**src/rtl/serial_rx_unit_if.sv**
```systemverilog
// Handshake and data bundle between a serial receiver and its controller.
interface serial_rx_unit_if #(
  parameter int WIDTH = 8
);
  logic             Start;
  logic             Sin;
  logic             Clear;
  logic [WIDTH-1:0] Dout;
  logic             Busy;
  logic             Valid;

  modport master (output Start, Sin, Clear, input Dout, Busy, Valid);
  modport slave  (input Start, Sin, Clear, output Dout, Busy, Valid);
endinterface

```
**src/rtl/serial_rx_unit.sv**
```systemverilog
// Serial-in/parallel-out receiver: captures WIDTH bits LSB first after Start,
// then presents the word on Dout with Valid until Start is released.
module serial_rx_unit #(
  parameter int WIDTH = 8
) (
  input  logic            Clk,
  input  logic            Reset_n,
  serial_rx_unit_if.slave rx
);
  localparam int             CW   = $clog2(WIDTH + 1);
  localparam logic [CW-1:0]  LAST = CW'(WIDTH - 1);

  typedef enum logic [1:0] {IDLE, SHIFT, DONE} state_t;

  state_t           state, state_nxt;
  logic [CW-1:0]    count;
  logic [WIDTH-2:0] shreg;
  logic [WIDTH-1:0] dout_r;
  logic [WIDTH-1:0] word_nxt;

  // Only the upper WIDTH-1 bits of the shifter are ever read back, so the
  // register keeps just those; the incoming bit completes the word.
  assign word_nxt = {rx.Sin, shreg};

  always_ff @(posedge Clk or negedge Reset_n) begin
    if (!Reset_n) state <= IDLE;
    else          state <= state_nxt;
  end

  always_comb begin
    state_nxt = state;
    case (state)
      IDLE:    if (rx.Start)     state_nxt = SHIFT;
      SHIFT:   if (count == LAST) state_nxt = DONE;
      DONE:    if (!rx.Start)    state_nxt = IDLE;
      default:                   state_nxt = IDLE;
    endcase
  end

  always_ff @(posedge Clk or negedge Reset_n) begin
    if (!Reset_n) begin
      count  <= '0;
      shreg  <= '0;
      dout_r <= '0;
    end else begin
      case (state)
        IDLE: begin
          if (rx.Start) count  <= '0;
          if (rx.Clear) dout_r <= '0;
        end
        SHIFT: begin
          shreg <= word_nxt[WIDTH-1:1];
          if (count == LAST) begin
            count  <= '0;
            dout_r <= word_nxt;
          end else begin
            count <= count + CW'(1);
          end
        end
        default: ;
      endcase
    end
  end

  always_comb begin
    rx.Busy  = (state == SHIFT);
    rx.Valid = (state == DONE);
    rx.Dout  = dout_r;
  end
endmodule

```
**src/flat_wrapper.sv**
```systemverilog
// flat-port wrapper written by rule: the top's interface ports become plain ports
module serial_rx_unit_flat 
#(
  parameter int WIDTH = 8
)
  (Clk, Reset_n, rx_Start, rx_Sin, rx_Clear, rx_Dout, rx_Busy, rx_Valid);
  serial_rx_unit_if #(.WIDTH(WIDTH)) rx_i ();
  input  logic Clk;
  input  logic Reset_n;
  input wire logic [$bits(rx_i.Start)-1:0] rx_Start;
  input wire logic [$bits(rx_i.Sin)-1:0] rx_Sin;
  input wire logic [$bits(rx_i.Clear)-1:0] rx_Clear;
  output wire logic [$bits(rx_i.Dout)-1:0] rx_Dout;
  output wire logic [$bits(rx_i.Busy)-1:0] rx_Busy;
  output wire logic [$bits(rx_i.Valid)-1:0] rx_Valid;
  assign rx_i.Start = rx_Start;
  assign rx_i.Sin = rx_Sin;
  assign rx_i.Clear = rx_Clear;
  assign rx_Dout = rx_i.Dout;
  assign rx_Busy = rx_i.Busy;
  assign rx_Valid = rx_i.Valid;
  serial_rx_unit #(.WIDTH(WIDTH)) u_core (.Clk(Clk), .Reset_n(Reset_n), .rx(rx_i));
endmodule
```
**config.mk**
```make
export PLATFORM = sky130hd
export DESIGN_NAME = serial_rx_unit_flat
export DESIGN_NICKNAME = d
export VERILOG_FILES = /design/src/rtl/serial_rx_unit_if.sv /design/src/rtl/serial_rx_unit.sv /design/src/flat_wrapper.sv
export SDC_FILE = /design/constraint.sdc
export NUM_CORES = 1
export LEC_CHECK = 0
export CORE_MARGIN = 2
export CORE_UTILIZATION = 40
export DETAILED_ROUTE_END_ITERATION = 7
export SLEW_MARGIN = 20
export SYNTH_ARGS = -nofsm -noshare
export SYNTH_HDL_FRONTEND = slang
export SYNTH_SLANG_ARGS = --single-unit
```
**constraint.sdc**
```tcl
create_clock -name Clk -period 1.8 [get_ports Clk]
set_input_delay 0.36 -clock Clk [delete_from_list [all_inputs] [get_ports Clk]]
set_output_delay 0.36 -clock Clk [all_outputs]
set_load 0.01 [all_outputs]
```
==> results by group, run 1 <==
Clock network
  • Clk pin slew, worst setup/hold paths: 120 ps
  • TritonCTS Sinks: 21
  • Library cell used as clock root buffer: sky130_fd_sc_hd__clkbuf_4
  • Clock tree from TritonCTS: yes
  • Clock latency at the later pin of the worst-skew pair: 300 ps
  • Total number of H-tree levels: 1
  • Worst-case clock buffer depth: 2
  • Number of clock buffers inserted by TritonCTS: 3

Logic synthesis
  • Synth warnings: 0
  • Share of the yosys chip area belonging to registers: 59.15%
  • Number of nets in the synthesized netlist: 98
  • Number of different library cells in the post-synthesis netlist: 24
  • Mapped Avg Cell Area: 9.656 um2
  • Cells after Synth: 92
  • Synthesis-stage register bit count: 21
  • Netlist area before placement: 888.4 um2

STA
  • Post-route clock skew: 4.059 ps
  • Final setup violation count: 0
  • Final worst path period share: 88.29%
  • Slew at the pin with the worst max-slew slack: 391.7 ps
  • Setup repair after global routing missed its margin: false
  • Post-Route Setup TNS: 0 ps
  • Fin. Hold Viols: 0
  • Max Slew Vio Count: 0
  • Fin crit period: 1589 ps
  • Final worst-path setup slack: 210.8 ps
  • Max Clk Rate: 629.3 MHz
  • Rel. slew slack: 73.83%

Critical path
  • Worst R2R Start: u_core.state[1]
  • Worst Reg2Reg Path Length in Cells: 5
  • Worst EP required: 1440 ps
  • Capture point of the worst reg-to-reg path: u_core.rx.Dout[7]
  • Crit path max fanout: 4
  • WP data arrival: 1230 ps
  • Critical path origin: u_core.state[1]
  • Internal reg-to-reg setup slack: 380 ps
  • Crit start category: flip-flop
  • Critical path capture point type: output port
  • Type of the worst setup path: flip-flop to output port

Floorplanning
  • Number of standard-cell rows in the floorplan: 17
  • Starting utilization of the core area: 41.35%
  • Number of top-level design ports: 15
  • Floorplan core area: 0.002148 mm2
  • Die span in x: 51.13 um
  • Total die area: 0.002614 mm2
  • Die Height: 51.13 um

Pwr
  • Power share of the combinational group: 39.6%
  • Peak supply drop: 0.7187 mV
  • Internal power contribution: 1.085 mW
  • Sw Share: 36.35%
  • Switching power: 0.6196 mW
  • Sequential group share of total power: 46.8%
  • Leakage Power: 0.5298 nW
  • Clock network fraction of design power: 13.7%
  • P per Cell Area: 1541 mW/mm2

Worst hold path
  • Classification of the worst-slack hold path: input pin to async pin

Placed design
  • Worst setup slack after placement: 180.2 ps
  • # port buffers: 14
  • Global placement routability congestion: 0.7269
  • HPWL Detailed: 1152 um

Detailed routing
  • Number of DRC markers after the initial detailed-route iteration: 5
  • DR pass1 iterations: 4
  • Post-detailed-route count of antenna-violating nets: 0
  • Routed wire length per instance: 11.85 um
  • DR vias: 671
  • # DRC: 0
  • Final wirelength: 1647 um
  • Via-per-instance ratio: 4.827

Layout
  • Fraction of layout instances using a drive strength above 1: 12.61%
  • Count of inserted antenna diode cells: 0
  • Layout-stage area growth over the synthesis result: 24.51%
  • Final nets: 118
  • Fraction of the core area covered by cells at the end of the flow: 51.49%

GRT
  • Global route overflow: 0
  • Vias in the first global route: 657
  • Wire length of the first global-routing pass: 2967 um
  • Pin count of the biggest net entering global routing: 22
  • Gr usage total: 15.35%
  • Initial antenna violation count: 0

Flow run
  • Count of maximum capacitance violations: 0

Run status
  • Outcome: completed
## worst max path at each step
| stage | to | slack, ps | cells after the start |
|---|---|---|---|
| after floorplan | rx_Busy | 480 | 4 |
| after global placement | u_core.rx.Dout[2] | 200 | 4 |
| after detailed placement | u_core.rx.Dout[5] | 180 | 4 |
| after CTS | rx_Busy | 190 | 3 |
| after global routing | rx_Busy | 140 | 3 |
| final | rx_Busy | 210 | 3 |
## power groups by stage
stage	clock network [mW]	logic (mW)	registers, mW
floorplan	0	0.406	0.810
global placement	0	0.660	0.805
detailed placement	0	0.670	0.812
CTS	0.248	0.687	0.796
global route	0.261	0.775	0.823
finish	0.233	0.674	0.797
## logic make-up after synthesis
| kind of cell | after synthesis | synth area share [%] |
|---|---|---|
| simple gates | 49 | 24.93 |
| flops | 21 | 59.15 |
| compound gates | 14 | 9.578 |
| buf+inv | 6 | 3.660 |
| mux | 1 | 1.268 |
| fa+ha+maj | 1 | 1.408 |
## layer usage
metal / GRT usage (%) / vias up / share of wire [%]
met2: 23.38 / 10 / 44
met1: 20.64 / 313 / 51
met5: 0 / - / 0
li1: - / 346 / -
met3: 3.801 / 2 / 3.5
met4: 6.757 / 0 / 1.0
## state kept, by name, summed over array words and instances, names as in the netlist
signal and count:
u_core.rx.Dout 8, u_core.shreg 7, u_core.count 4, u_core.state 2
## Yosys cell counts
cell | count | area (um2)
sky130_fd_sc_hd__o31ai_1 | 1 | 7.510
sky130_fd_sc_hd__or4_1 | 1 | 7.510
sky130_fd_sc_hd__buf_1 | 1 | 3.750
sky130_fd_sc_hd__nand2_1 | 31 | 116.4
sky130_fd_sc_hd__nand3_1 | 11 | 55.05
sky130_fd_sc_hd__buf_2 | 1 | 5.000
sky130_fd_sc_hd__o21ai_0 | 8 | 40.04
sky130_fd_sc_hd__or3b_1 | 1 | 8.760
sky130_fd_sc_hd__clkbuf_1 | 1 | 3.750
sky130_fd_sc_hd__nor2_1 | 1 | 3.750
sky130_fd_sc_hd__nand2b_1 | 1 | 6.260
sky130_fd_sc_hd__mux2_2 | 1 | 11.26
sky130_fd_sc_hd__a22o_1 | 2 | 17.52
sky130_fd_sc_hd__o21bai_1 | 1 | 7.510
sky130_fd_sc_hd__and2_1 | 1 | 6.260
sky130_fd_sc_hd__clkbuf_2 | 1 | 5.000
sky130_fd_sc_hd__a21oi_1 | 1 | 5.000
sky130_fd_sc_hd__a21o_1 | 1 | 7.510
sky130_fd_sc_hd__and3b_1 | 1 | 8.760
sky130_fd_sc_hd__ha_1 | 1 | 12.51
sky130_fd_sc_hd__and2b_2 | 1 | 8.760
sky130_fd_sc_hd__buf_6 | 1 | 11.26
sky130_fd_sc_hd__dfrtp_1 | 21 | 525.5
sky130_fd_sc_hd__inv_2 | 1 | 3.750
## metrics by stage
stage                     cell area (um2)  power [mW]  hold slack [ps]  std cells
after detailed placement             1065       1.482            477.7        133
after global routing                 1106       1.859            406.6        139
after global placement               1065       1.465            456.9        133
after floorplan                     888.4       1.216            64.41         92
final                                1106       1.705            377.9        139
after CTS                            1106       1.732            370.3        139
## area by class of cell
cell class | count | area, um2
flip-flops and latches | 21 | 526.8
clock buffers | 3 | 22.52
well taps | 28 | 35.03
fillers | 207 | 1042
clock inverters | 1 | 5.005
inverters | 1 | 3.754
multi-input cells | 65 | 330.3
repair buffers | 20 | 182.7
## placed cells by master (no fill, tap or decap), drive strengths merged, types with 2 or more instances in the layout
cell type	count
nand3	11
o21ai	8
buf	6
nand2	31
clkdlybuf4s50	12
a22o	2
dlygate4sd2	2
clkbuf	3
dfrtp	21
## repair_timing
| item | CTS | global route |
|---|---|---|
| hold buffers | 0 | 0 |
| gates resized for setup | 3 | 0 |
| buffers inserted | 2 | 0 |
| setup endpoints to repair | 2 | 0 |
## critical path, stage by stage, from the launching register on
cell and delay, ps:
sky130_fd_sc_hd__dfrtp_1 420, sky130_fd_sc_hd__nand2b_1 180, sky130_fd_sc_hd__inv_2 70, sky130_fd_sc_hd__dlygate4sd2_1 260
Power figures use the tool's default switching activity.
==> inputs of run 2 (changes only) <==
--- a/config.mk
+++ b/config.mk
@@ -8,6 +8,7 @@
 export CORE_MARGIN = 2
 export CORE_UTILIZATION = 40
 export DETAILED_ROUTE_END_ITERATION = 7
+export SKIP_LAST_GASP = 1
 export SLEW_MARGIN = 20
 export SYNTH_ARGS = -nofsm -noshare
 export SYNTH_HDL_FRONTEND = slang
==> results by group, run 2 (synthesis results as in run 1) <==
STA
  • Max Slew Vio Count: 0
  • Final setup violation count: 0
  • Slew at the pin with the worst max-slew slack: 391.7 ps
  • Setup repair after global routing missed its margin: false
  • Rel. slew slack: 73.83%
  • Post-Route Setup TNS: 0 ps
  • Fin. Hold Viols: 0
  • Max Clk Rate: 629.3 MHz
  • Fin crit period: 1589 ps
  • Final worst path period share: 88.29%
  • Post-route clock skew: 4.059 ps

Clock network
  • Clk pin slew, worst setup/hold paths: 120 ps
  • TritonCTS Sinks: 21
  • Worst-case clock buffer depth: 2
  • Clock tree from TritonCTS: yes
  • Total number of H-tree levels: 1
  • Clock latency at the later pin of the worst-skew pair: 300 ps
  • Hold-fix buffers, CTS: 0
  • Library cell used as clock root buffer: sky130_fd_sc_hd__clkbuf_4
  • Number of clock buffers inserted by TritonCTS: 3

Layout
  • Fraction of the core area covered by cells at the end of the flow: 51.66%
  • Final nets: 118
  • Commonest cells after routing, fill and taps aside: 31 x sky130_fd_sc_hd__nand2_1, 20 x sky130_fd_sc_hd__dfrtp_1, 12 x sky130_fd_sc_hd__clkdlybuf4s50_1, 11 x sky130_fd_sc_hd__nand3_1, 8 x sky130_fd_sc_hd__o21ai_0
  • Post-route design area: 0.001110 mm2
  • Fraction of layout instances using a drive strength above 1: 12.61%
  • Flip-flop count of the largest register, all copies and words added: 8
  • Count of inserted antenna diode cells: 0
  • Most common library cell in the layout ignoring fill and taps: sky130_fd_sc_hd__nand2_1
  • Layout Cells excl Fill: 139
  • Layout-stage area growth over the synthesis result: 24.93%

Pwr
  • Peak supply drop: 0.7188 mV
  • Total power after layout: 1.705 mW
  • P per Cell Area: 1536 mW/mm2
  • Leakage Power: 0.5436 nW

Critical path
  • Crit path max fanout: 4
  • Worst Reg2Reg Path Length in Cells: 5
  • Number of stages on the worst setup path: 3
  • Highest cell delay on the worst timing path: 420 ps
  • Ordered list of cells on the worst path: nand2b_1 > inv_2 > dlygate4sd2_1
  • Critical path capture point type: output port
  • Dominant delay contributor by cell family on the critical path: flip-flops
  • WP data arrival: 1230 ps
  • Crit path max-delay cell type: sky130_fd_sc_hd__dfrtp_1
  • Type of the worst setup path: flip-flop to output port
  • Total buffers and inverters traversed by the critical path: 2
  • Crit start category: flip-flop
  • Worst EP required: 1440 ps

Worst hold path
  • Classification of the worst-slack hold path: input pin to async pin

Floorplanning
  • Starting utilization of the core area: 41.35%
  • Number of standard-cell rows in the floorplan: 17
  • Floorplan core area: 0.002148 mm2
  • Die span in x: 51.13 um
  • Die Height: 51.13 um
  • Number of top-level design ports: 15
  • Total die area: 0.002614 mm2

Detailed routing
  • Routed wire length per instance: 11.87 um
  • Final wirelength: 1650 um
  • DR vias: 671
  • DR pass1 iterations: 4
  • # DRC: 0
  • Number of DRC markers after the initial detailed-route iteration: 5
  • Post-detailed-route count of antenna-violating nets: 0
  • Via-per-instance ratio: 4.827

Flow run
  • Count of maximum capacitance violations: 0

Run status
  • Outcome: completed

GRT
  • Vias in the first global route: 657
  • Wire length of the first global-routing pass: 2967 um
  • Pin count of the biggest net entering global routing: 22
  • Global route overflow: 0
  • Initial antenna violation count: 0
  • Gr usage total: 15.35%

Placed design
  • Global placement routability congestion: 0.7269
  • # port buffers: 14
  • Placement-stage cell area: 0.001065 mm2
  • Number of cells after detailed placement: 133
  • HPWL Detailed: 1152 um
## run 2: changes by cell type in the layout (fill, tap and decap cells not counted), sizes merged
cell	delta
dlygate4sd2	-1
dlymetal6s2s	+1
## run 2: layout make-up
type                            instances  area, um2
Sequential cell                        21      526.8
Tap cell                               28      35.03
Fill cell                             208       1039
Clock inverter                          1      5.005
Timing Repair Buffer                   20      186.4
Clock buffer                            3      22.52
Inverter                                1      3.754
Multi-Input combinational cell         65      330.3
## run 2: through the flow
| step | hold WS, ps | setup WS [ps] |
|---|---|---|
| 5_1_grt | 406.6 | 139.1 |
| 3_5_place_dp | 477.7 | 180.2 |
| 2_1_floorplan | 64.41 | 478.2 |
| 4_1_cts | 370.3 | -61.35 |
| 3_3_place_gp | 456.9 | 202.5 |
| 6_report | 377.9 | 210.8 |
## run 2: per-layer routing
layer  share of wire (%)  global-route usage [%]  up-vias  wire [um]
met1                  51                   20.64      313        848
met4                 1.0                   6.757        0         17
met5                   0                       0        -          0
met2                  44                   23.38       10        727
met3                 3.5                   3.801        2         57
li1                    -                       -      346          -
## run 2: worst register-to-register path: cells and delay by family (launching register included)
family,cells,cell delay [ps]
simple gates,2,490
flops,1,420
buf+inv,2,270
compound gates,1,130
## run 2: worst paths after layout
path | end | startpoint | slack (ps)
setup reg to reg | u_core.rx.Dout[7] | u_core.state[1] | 380
hold reg to reg | u_core.shreg[0] | u_core.shreg[0] | 500
setup / recovery | rx_Busy | u_core.state[1] | 210
min in group Clk | u_core.shreg[0] | u_core.shreg[0] | 500
hold / removal | u_core.rx.Dout[4] | Reset_n | 380
max in group asynchronous | u_core.state[0] | Reset_n | 1190
## run 2: repair_timing
| item | in CTS | in global routing |
|---|---|---|
| resized for setup | 2 | 1 |
| gates cloned | 0 | 0 |
| endpoints found under the hold margin | 0 | 0 |
| setup buffers | 2 | 0 |
| endpoints found under the setup margin | 2 | 1 |
## run 2: power breakdown
group	internal, mW	switching (mW)	leakage, nW
registers	0.664	0.133	0.266
clock network	0.0829	0.150	0.0177
logic	0.339	0.336	0.260
